[src/rtl/serial_add_sub_pkg.sv]
// Shared constants and types for the bit-serial adder/subtractor and its bench.
package serial_add_sub_pkg;

    typedef enum logic [1:0] {
        ST_IDLE = 2'd0,
        ST_RUN  = 2'd1,
        ST_DONE = 2'd2
    } state_e;

    localparam logic OP_ADD = 1'b0;
    localparam logic OP_SUB = 1'b1;

    // Bit counter width: ceil(log2(width)) + 1
    function automatic int unsigned cnt_width(input int unsigned width);
        return $clog2(width) + 1;
    endfunction

endpackage

[src/rtl/full_adder.sv]
// One-bit full adder used as the serial add/subtract bit slice.
module full_adder (
    input  logic a,
    input  logic b,
    input  logic cin,
    output logic sum,
    output logic carry
);

    assign sum   = a ^ b ^ cin;
    assign carry = (a & b) | (a & cin) | (b & cin);

endmodule

[src/rtl/serial_add_sub.sv]
// Bit-serial two's complement adder/subtractor, LSB first, one bit per clock.
module serial_add_sub
    import serial_add_sub_pkg::*;
#(
    parameter int unsigned WIDTH = 8
) (
    input  logic             clk,
    input  logic             rst,
    input  logic             start,
    input  logic             op,
    input  logic [WIDTH-1:0] a,
    input  logic [WIDTH-1:0] b,
    output logic             busy,
    output logic             done,
    output logic [WIDTH-1:0] result,
    output logic             carry,
    output logic             overflow,
    output logic             zero
);

    localparam int unsigned CW = cnt_width(WIDTH);

    state_e           state_q;
    logic [WIDTH-1:0] a_q;
    logic [WIDTH-1:0] b_q;
    logic [WIDTH-1:0] res_q;
    logic             op_q;
    logic             c_q;
    logic [CW-1:0]    cnt_q;
    logic             busy_q;
    logic             done_q;
    logic             carry_q;
    logic             ovf_q;
    logic             zero_q;

    logic             sum_d;
    logic             cout_d;
    logic             last_d;
    logic [WIDTH-1:0] res_d;

    // Bit slice: subtract is a + ~b + 1, the +1 coming from the preloaded carry
    full_adder u_fa (
        .a     (a_q[0]),
        .b     (b_q[0] ^ op_q),
        .cin   (c_q),
        .sum   (sum_d),
        .carry (cout_d)
    );

    assign res_d  = {sum_d, res_q[WIDTH-1:1]};
    assign last_d = (cnt_q == CW'(WIDTH - 1));

    // Control FSM and serial datapath; flags are captured on the final bit
    always_ff @(posedge clk) begin
        if (rst) begin
            state_q <= ST_IDLE;
            a_q     <= '0;
            b_q     <= '0;
            res_q   <= '0;
            op_q    <= OP_ADD;
            c_q     <= 1'b0;
            cnt_q   <= '0;
            busy_q  <= 1'b0;
            done_q  <= 1'b0;
            carry_q <= 1'b0;
            ovf_q   <= 1'b0;
            zero_q  <= 1'b0;
        end else begin
            case (state_q)
                ST_IDLE: begin
                    if (start) begin
                        a_q     <= a;
                        b_q     <= b;
                        op_q    <= op;
                        c_q     <= op;
                        cnt_q   <= '0;
                        busy_q  <= 1'b1;
                        state_q <= ST_RUN;
                    end
                end
                ST_RUN: begin
                    a_q   <= a_q >> 1;
                    b_q   <= b_q >> 1;
                    res_q <= res_d;
                    c_q   <= cout_d;
                    cnt_q <= cnt_q + CW'(1);
                    if (last_d) begin
                        busy_q  <= 1'b0;
                        done_q  <= 1'b1;
                        carry_q <= cout_d;
                        ovf_q   <= c_q ^ cout_d;
                        zero_q  <= (res_d == '0);
                        state_q <= ST_DONE;
                    end
                end
                ST_DONE: begin
                    done_q  <= 1'b0;
                    state_q <= ST_IDLE;
                end
                default: begin
                    state_q <= ST_IDLE;
                end
            endcase
        end
    end

    assign busy     = busy_q;
    assign done     = done_q;
    assign result   = res_q;
    assign carry    = carry_q;
    assign overflow = ovf_q;
    assign zero     = zero_q;

endmodule

[config.mk]
export PLATFORM = sky130hd
export DESIGN_NAME = serial_add_sub
export DESIGN_NICKNAME = d
export VERILOG_FILES = /design/src/rtl/serial_add_sub_pkg.sv /design/src/rtl/full_adder.sv /design/src/rtl/serial_add_sub.sv
export SDC_FILE = /design/constraint.sdc
export NUM_CORES = 1
export LEC_CHECK = 0
export BUFFER_PORTS_ARGS = -buffer_cell sky130_fd_sc_hd__buf_2
export CAP_MARGIN = 10
export CORE_UTILIZATION = 49
export CTS_CLUSTER_SIZE = 40
export DETAILED_ROUTE_END_ITERATION = 10
export MAX_ROUTING_LAYER = met4
export PLACE_DENSITY = 0.84
export SETUP_SLACK_MARGIN = 0.2
export SLEW_MARGIN = 5
export SYNTH_ARGS = -nofsm -noshare
export SYNTH_HDL_FRONTEND = slang
export SYNTH_HIERARCHICAL = 1
export SYNTH_SLANG_ARGS = --single-unit
[constraint.sdc]
create_clock -name clk -period 1.51 [get_ports clk]
set_input_delay 0 -clock clk [delete_from_list [all_inputs] [get_ports clk]]
set_output_delay 0 -clock clk [all_outputs]
set_load 0.1 [all_outputs]
==> impl_results.md, run 1 <==
* Placed cell areas at 0.00194 sq mm
* Slew headroom at 0.553
* Die Y at 62.1 microns
* Post-DRT Antenna Nets at 0
* Synthesized area at 0.00177 sq mm
* Final hold violation count at 0
* Routed length on met2 at 2090 microns
* Routed vias/inst at 5.53
* Status: completed
* Drt pass-1 iters at 4
* WL per Instance at 14.4 microns
* Ys flop type: dfxtp_1
* Pre-CTS WS at -0.0271 ns
* Metal-1 WL at 1960 microns
* Global Route Usage Sum at 0.228
* Worst setup margin at 0.00335 ns
* Num rows at 21
* First-pass GRT wire length at 6110 microns
* Crit path max fanout at 2
* Sink Count at 37
* Critical path buffers and inverters at 0
* Largest net degree at the start of global routing at 39
* TritonCTS Buffers at 5
* Total gr overflow at 0
* Area Growth Syn to Fin at 26.3%
* Clk root buf: clkbuf_4
* Fraction of layout cells with a size suffix above 1 at 0.315
* Seq cells post-synth at 37
* Fin crit share at 0.998
* Antenna diodes at 0
* Power, Total at 2.11 mW
* Arrival time worst endpoint at 1.79 ns
* Die Wd at 62.1 microns
* CP Cell Sequence: xor2_2, fa_2, nor4_2, nand4_1, a21oi_1
* I/O pin count at 33
* Max rail drop VDD at 0.000586 V
* Async SR Flop Fraction at 0
* Max layer used: met4
* Total Wirelength at 4350 microns
* Initial antenna violation count at 0
* Yosys warns at 6
* Worst path slowest cell: fa_2
* RSZ-0062 raised after global routing: true
* Clock Latency Late Sink at 0.35 ns
* CP peak stage delay at 0.49 ns
* Setup crit end kind: flop
* Clk buf depth at 2
* Sequential-to-total area share from yosys stat at 0.419
* Total number of vias at 1675
* Post-route cell area at 0.00223 sq mm
* DRC at 0
* Post-Syn Nets at 242
* Leading cell type in the layout, fill and taps excluded: a21oi_1
* Distinct cell type count after synthesis at 36
* DIE AREA at 0.00385 sq mm
* Most frequent cells in the layout: a21oi_1, buf_2, dfxtp_1
* Setup-failing EPs final at 0
* Input/output buffers at 32
* Placed wire-length estimate at 2480 microns
* Worst hold slack at 0.0320 ns
* Number of global-route vias before repair at 1390
* CP required at 1.79 ns
* H-tree depth at 2
* Worst Path Class, Setup: reg -> reg
* CTS tree: built
* Leak at 0.941 nW
* Startpoint Class: flop
* Fin Clk Skew at 0.00424 ns
* Slew @ Worst Pin at 0.671 ns
* Final Slew Violations at 0
* Max Fclk at 664 MHz
* CORE AREA at 0.00339 sq mm
* EDFF count, synth at 0
* Placer Congestion at 0.753
* NumNets Final at 278
* Final min period at 1.51 ns
* Pwr Density at 945 mW/mm^2
* Crit-path leading delay family: adder cells
* DR WL met3 at 248 microns
* Mapped Cells at 220
* Max cap viols at 0
* Clk slew on worst S/H paths at 0.12 ns
* HP Class: in -> reg
* Starting density of the core at 0.522
* Syn_area_per_cell at 8.04 sq um
* DRC marker count from the first detailed-route iteration at 141
## per-layer routing
layer,vias to the layer above,global-route usage
met5,-,-
met4,0,0.108
met3,10,0.0538
met2,56,0.357
met1,777,0.274
li1,832,-
## logic make-up after synthesis
kind of cell / Yosys count / synth area share
simple gates: 69 / 0.179
compound gates: 74 / 0.279
xor+xnor: 2 / 0.00991
flops: 37 / 0.419
buf+inv: 35 / 0.0892
fa+ha+maj: 2 / 0.0184
mux: 1 / 0.00566
## cell usage after synthesis (2+ instances only)
library cell | number | area share
o22ai_1 | 2 | 0.0071
nand3_1 | 3 | 0.0085
a211oi_1 | 2 | 0.0085
buf_2 | 6 | 0.017
o21ai_0 | 5 | 0.014
clkbuf_1 | 8 | 0.017
o221a_2 | 12 | 0.076
nor4_1 | 2 | 0.0071
o22a_1 | 3 | 0.015
buf_6 | 2 | 0.013
o221a_1 | 3 | 0.019
nand2_1 | 21 | 0.045
nor2b_1 | 5 | 0.018
nand3b_1 | 2 | 0.0085
dfxtp_1 | 37 | 0.42
a21oi_1 | 43 | 0.12
nor2_1 | 29 | 0.062
inv_1 | 17 | 0.036
## worst min-delay path, stage by stage
cell	delay, ns
buf_2	0.08
o22a_1	0.12
o221a_2	0.17
## flip-flops by register name, summed over array words and instances, names as in the netlist
register / count
busy: 1
cnt_q: 4
carry: 1
b_q: 8
zero: 1
a_q: 8
overflow: 1
result: 8
op_q: 1
done: 1
c_q: 1
state_q: 2
## worst paths after layout
kind | from | end | slack (ns) | cells past startpoint
hold / removal | b[4] | b_q[4] | 0.03 | 3
hold reg to reg | result[0] | result[0] | 0.47 | 2
setup reg to reg | op_q | zero | 0.003 | 5
setup / recovery | op_q | zero | 0.003 | 5
## through the flow
step	TNS (ns)	utilization	std cells
after detailed placement	-0.0271	0.573	286
after floorplan	0	-	220
after global placement	0	0.573	286
after global routing	-0.0609	0.659	303
final	0	0.659	303
after CTS	0	0.621	301
## layout make-up
class	count	area [sq um]
Sequential cell	37	752
Clock buffer	7	65.1
Multi-Input combinational cell	148	977
Timing Repair Buffer	47	312
Clock inverter	1	5.00
Tap cell	46	57.6
Fill cell	256	1160
Inverter	17	63.8
## where the power goes
group | switching (mW) | internal (mW)
clock network | 0.347 | 0.270
registers | 0.0517 | 1.03
logic | 0.226 | 0.186
## repair_timing
| item | CTS | global route |
|---|---|---|
| resized for setup | 10 | 20 |
| endpoints found under the setup margin | 27 | 18 |
| hold buffers | 3 | 0 |
| endpoints found under the hold margin | 3 | 0 |
| pin swaps | 4 | 8 |
| setup buffers | 4 | 2 |
Note: power is estimated with default switching activity, not from simulation.
==> run 2, diff against run 1 <==
--- a/config.mk
+++ b/config.mk
@@ -7,11 +7,11 @@
 export LEC_CHECK = 0
 export BUFFER_PORTS_ARGS = -buffer_cell sky130_fd_sc_hd__buf_2
 export CAP_MARGIN = 10
-export CORE_UTILIZATION = 49
+export CORE_UTILIZATION = 54
 export CTS_CLUSTER_SIZE = 40
 export DETAILED_ROUTE_END_ITERATION = 10
 export MAX_ROUTING_LAYER = met4
-export PLACE_DENSITY = 0.84
+export PLACE_DENSITY = 0.87
 export SETUP_SLACK_MARGIN = 0.2
 export SLEW_MARGIN = 5
 export SYNTH_ARGS = -nofsm -noshare
==> constraint.sdc (replaced) <==
create_clock -name clk -period 1.4 [get_ports clk]
set_input_delay 0 -clock clk [delete_from_list [all_inputs] [get_ports clk]]
set_output_delay 0 -clock clk [all_outputs]
set_load 0.1 [all_outputs]
==> impl_results.md, run 2 (same netlist as run 1, synthesis figures left out) <==
* Die Wd at 59.2 microns
* Placed cell areas at 0.00199 sq mm
* Power, Total at 2.24 mW
* Leak at 0.948 nW
* Final TNS setup at -0.187 ns
* Leading cell type in the layout, fill and taps excluded: a21oi_1
* Clock Latency Late Sink at 0.35 ns
* Die Y at 59.2 microns
* Pwr Density at 998 mW/mm^2
* Number of global-route vias before repair at 1441
* Crit path max fanout at 2
* Worst Path Class, Setup: reg -> reg
* WL per Instance at 13.9 microns
* NumNets Final at 284
* Setup crit end kind: flop
* Flop pwr share at 0.519
* Max Fclk at 643 MHz
* Final min period at 1.56 ns
* Total Wirelength at 4260 microns
* Clk slew on worst S/H paths at 0.12 ns
* Hold EP: b_q[4]
* Cell count of the worst reg-to-reg path at 5
* Most frequent cells in the layout: a21oi_1, buf_2, nor2_1
* Max rail drop VDD at 0.000596 V
* CP required at 1.67 ns
* Startpoint Class: flop
* Placer Congestion at 0.786
* Status: complete, but fails checks
* Max cap viols at 0
* Routed length on met2 at 2130 microns
* Metal-1 WL at 1910 microns
* Arrival time worst endpoint at 1.83 ns
* First-pass GRT wire length at 6150 microns
* DRC at 0
* CTS tree: built
* Reg2reg setup slack at -0.16 ns
* Antenna diodes at 0
* Hold path start: b[4]
* H-tree depth at 2
* Clk buf depth at 2
* HP Class: in -> reg
* Routed vias/inst at 5.51
* Initial antenna violation count at 0
* CORE AREA at 0.00308 sq mm
* Setup crit start: op_q
* Worst reg2reg path endpoint: zero
* DIE AREA at 0.00351 sq mm
* DR WL met3 at 139 microns
* Setup-failing EPs final at 2
* Pre-CTS WS at -0.115 ns
* RSZ-0062 raised after global routing: true
* Sw power at 0.645 mW
* Util after Layout at 0.728
* Max layer used: met4
* Combinational share of power at 0.192
* Fin Clk Skew at 0.0111 ns
* Clk root buf: clkbuf_4
* Power share of the clock group at 0.289
* Fraction of layout cells with a size suffix above 1 at 0.384
* Largest net degree at the start of global routing at 39
* Sink Count at 37
* Total number of vias at 1691
* Cells on Worst Hold Path at 3
* Global Route Usage Sum at 0.241
* Final Slew Violations at 0
* RR Startpoint: op_q
* I/O pin count at 33
* Placed wire-length estimate at 2530 microns
* Final hold violation count at 0
* Worst setup margin at -0.156 ns
* Sw frac at 0.289
* TritonCTS Buffers at 5
* Slew headroom at 0.547
* Input/output buffers at 32
* Int Pwr at 1.59 mW
* Failing checks: setup timing
* Num rows at 20
* Slew @ Worst Pin at 0.680 ns
* Post-DRT Antenna Nets at 0
* Total gr overflow at 0
* DRC marker count from the first detailed-route iteration at 77
* Post-route cell area at 0.00224 sq mm
* Area Growth Syn to Fin at 26.8%
* Drt pass-1 iters at 4
* Starting density of the core at 0.574
* Fin crit share at 1.11
[run 2: cell types whose count changed in the layout (fill, tap and decap cells not counted), moves of 2 or more]
cell and change:
o221a_4 -6, buf_6 -2, nor2_1 -2, buf_4 +8, dfxtp_1 -10, o221a_2 +6
dfxtp_2 +10, nor2b_1 +2
[run 2: worst max path at each step]
stage | end | slack [ns]
finish | zero | -0.16
global route | zero | -0.23
CTS | zero | -0.08
detailed placement | zero | -0.12
global placement | zero | -0.07
floorplan | zero | -0.03
[run 2: worst max-delay path, stage by stage (launching register included)]
cell and delay [ns]:
dfxtp_2 0.37, xor2_2 0.16, fa_2 0.49, nor4_2 0.16, nand4_1 0.12, a21oi_1 0.17
[run 2: metrics by stage]
stage / hold WS [ns] / std cells
2_1_floorplan: 0.153 / 220
5_1_grt: 0.0483 / 307
3_5_place_dp: 0.299 / 289
3_3_place_gp: 0.285 / 289
6_report: 0.0491 / 307
4_1_cts: 0.0445 / 300
[run 2: power groups by stage]
stage / Clock (mW) / Combinational, mW / Sequential, mW
after floorplan: 0 / 0.224 / 1.22
after global placement: 0 / 0.349 / 1.18
after detailed placement: 0 / 0.359 / 1.18
after CTS: 0.654 / 0.380 / 1.16
after global routing: 0.699 / 0.465 / 1.17
final: 0.645 / 0.430 / 1.16
[run 2: what timing repair did]
action,CTS,global route
gates cloned,0,1
endpoints found under the setup margin,21,25
buffers inserted,0,6
pin swaps,5,1
hold endpoints to repair,3,0
resized for setup,8,18
hold buffers,3,0
[run 2: layout make-up]
| cell class | instances | area (sq um) |
|---|---|---|
| Clock inverter | 1 | 5.00 |
| Inverter | 17 | 63.8 |
| Timing Repair Buffer | 53 | 357 |
| Fill cell | 227 | 837 |
| Tap cell | 44 | 55.1 |
| Clock buffer | 7 | 65.1 |
| Multi-Input combinational cell | 148 | 931 |
| Sequential cell | 37 | 764 |
[run 2: layer usage]
layer	up-vias	global-route usage
met5	-	-
li1	849	-
met1	804	0.294
met4	0	0.0918
met2	30	0.382
met3	8	0.0611
==> run 3, diff against run 2 <==
==> constraint.sdc (replaced) <==
create_clock -name clk -period 1.4 [get_ports clk]
set_input_delay 0.14 -clock clk [delete_from_list [all_inputs] [get_ports clk]]
set_output_delay 0.14 -clock clk [all_outputs]
set_load 0.1 [all_outputs]
==> impl_results.md, run 3 (same netlist as run 1, synthesis figures left out) <==
* Placed wire-length estimate at 2640 microns
* Final min period at 1.47 ns
* Pre-CTS WS at -0.125 ns
* HP Class: in -> reg
* Final Slew Violations at 0
* Worst reg2reg path endpoint: zero
* Num rows at 20
* Slew @ Worst Pin at 0.653 ns
* DRC marker count from the first detailed-route iteration at 89
* Post-DRT Antenna Nets at 0
* CTS hold repair buffers at 0
* Worst Setup EP: zero
* Fraction of layout cells with a size suffix above 1 at 0.367
* Placed Cells incl. Taps at 290
* Die Wd at 59.2 microns
* Setup crit start: b_q[0]
* Number of global-route vias before repair at 1471
* Drt pass-1 iters at 4
* I/O pin count at 33
* Leading cell type in the layout, fill and taps excluded: a21oi_1
* Fin Clk Skew at 0.0104 ns
* Reg2reg setup slack at -0.07 ns
* Starting density of the core at 0.574
* Initial antenna violation count at 0
* Final hold violation count at 0
* CP required at 1.67 ns
* DRC at 0
* Total gr overflow at 0
* Status: complete, but fails checks
* Arrival time worst endpoint at 1.74 ns
* Non-filler cells in the finished layout at 300
* H-tree depth at 2
* WL per Instance at 13.2 microns
* Failing checks: setup timing
* Setup crit end kind: flop
* Input/output buffers at 32
* DIE AREA at 0.00351 sq mm
* Clk buf depth at 2
* Placer Congestion at 0.792
* Die Y at 59.2 microns
* Fin crit share at 1.05
* Worst Path Class, Setup: reg -> reg
* Max cap viols at 0
* First-pass GRT wire length at 6410 microns
* Leak at 0.900 nW
* Clock Latency Late Sink at 0.34 ns
* Power, Total at 2.13 mW
* Cell count of the worst reg-to-reg path at 5
* Total number of vias at 1637
* Slew headroom at 0.565
* RR Startpoint: b_q[0]
* Routed vias/inst at 5.46
* CORE AREA at 0.00308 sq mm
* Largest net degree at the start of global routing at 39
* Crit path max fanout at 2
* Most frequent cells in the layout: a21oi_1, nor2_1, buf_4
* RSZ-0062 raised after global routing: true
* Startpoint Class: flop
* TritonCTS Buffers at 5
* Total Wirelength at 3960 microns
* Max rail drop VDD at 0.000654 V
* Area Growth Syn to Fin at 23.1%
* Clk slew on worst S/H paths at 0.11 ns
* Global Route Usage Sum at 0.250
* Sink Count at 37
* Setup-failing EPs final at 1
* NumNets Final at 278
* Worst setup margin at -0.0691 ns
* Max Fclk at 681 MHz
* Clk root buf: clkbuf_4
* Antenna diodes at 0
* CTS tree: built
* Pwr Density at 979 mW/mm^2
run 3: how the worst min path moves through the flow:
stage | from | to | slack, ns | cells past startpoint
5_1_grt | op | op_q | 0.07 | 3
2_1_floorplan | op | op_q | 0.29 | 2
4_1_cts | op | op_q | 0.07 | 3
3_5_place_dp | op | op_q | 0.43 | 3
6_report | op | op_q | 0.07 | 3
3_3_place_gp | op | op_q | 0.42 | 3
run 3: layout make-up:
class,instances,area (sq um)
clock buffer,7,55.1
multi-input combinational,148,930
fill,255,901
inverter,17,63.8
sequential,37,764
tap,44,55.1
timing repair buffer,47,309
run 3: power by group:
group / internal [mW] / switching (mW) / total [mW]
Combinational: 0.181 / 0.226 / 0.407
Clock: 0.237 / 0.328 / 0.565
Sequential: 1.11 / 0.0502 / 1.16
Total: 1.53 / 0.604 / 2.13
run 3: timing repair:
item	in CTS	in global routing
resized for setup	16	19
setup endpoints to repair	34	13
pin swaps	3	4
buffers inserted	2	1
run 3: metrics by stage:
stage	hold slack, ns	utilization	setup TNS (ns)	area, sq um
final	0.0709	0.707	-0.0691	2180
after global routing	0.0677	0.707	-0.119	2180
after CTS	0.0675	0.685	-0.0981	2110
after detailed placement	0.429	0.648	-0.185	1990
after global placement	0.424	0.648	-0.0769	1990
after floorplan	0.293	-	-0.0251	1780
run 3: metal layers:
metal / track usage / routed length (microns) / vias to the layer above
li1: - / - / 831
met1: 0.300 / 1780 / 775
met2: 0.411 / 2040 / 26
met3: 0.0415 / 94 / 5
met4: 0.105 / 48 / 0
met5: - / 0 / -
run 3: critical path: stages, from the launching register on:
cell and delay (ns):
dfxtp_2 0.35, xor2_2 0.16, fa_2 0.48, nor4_4 0.16, nand4_1 0.12, a21oi_1 0.13
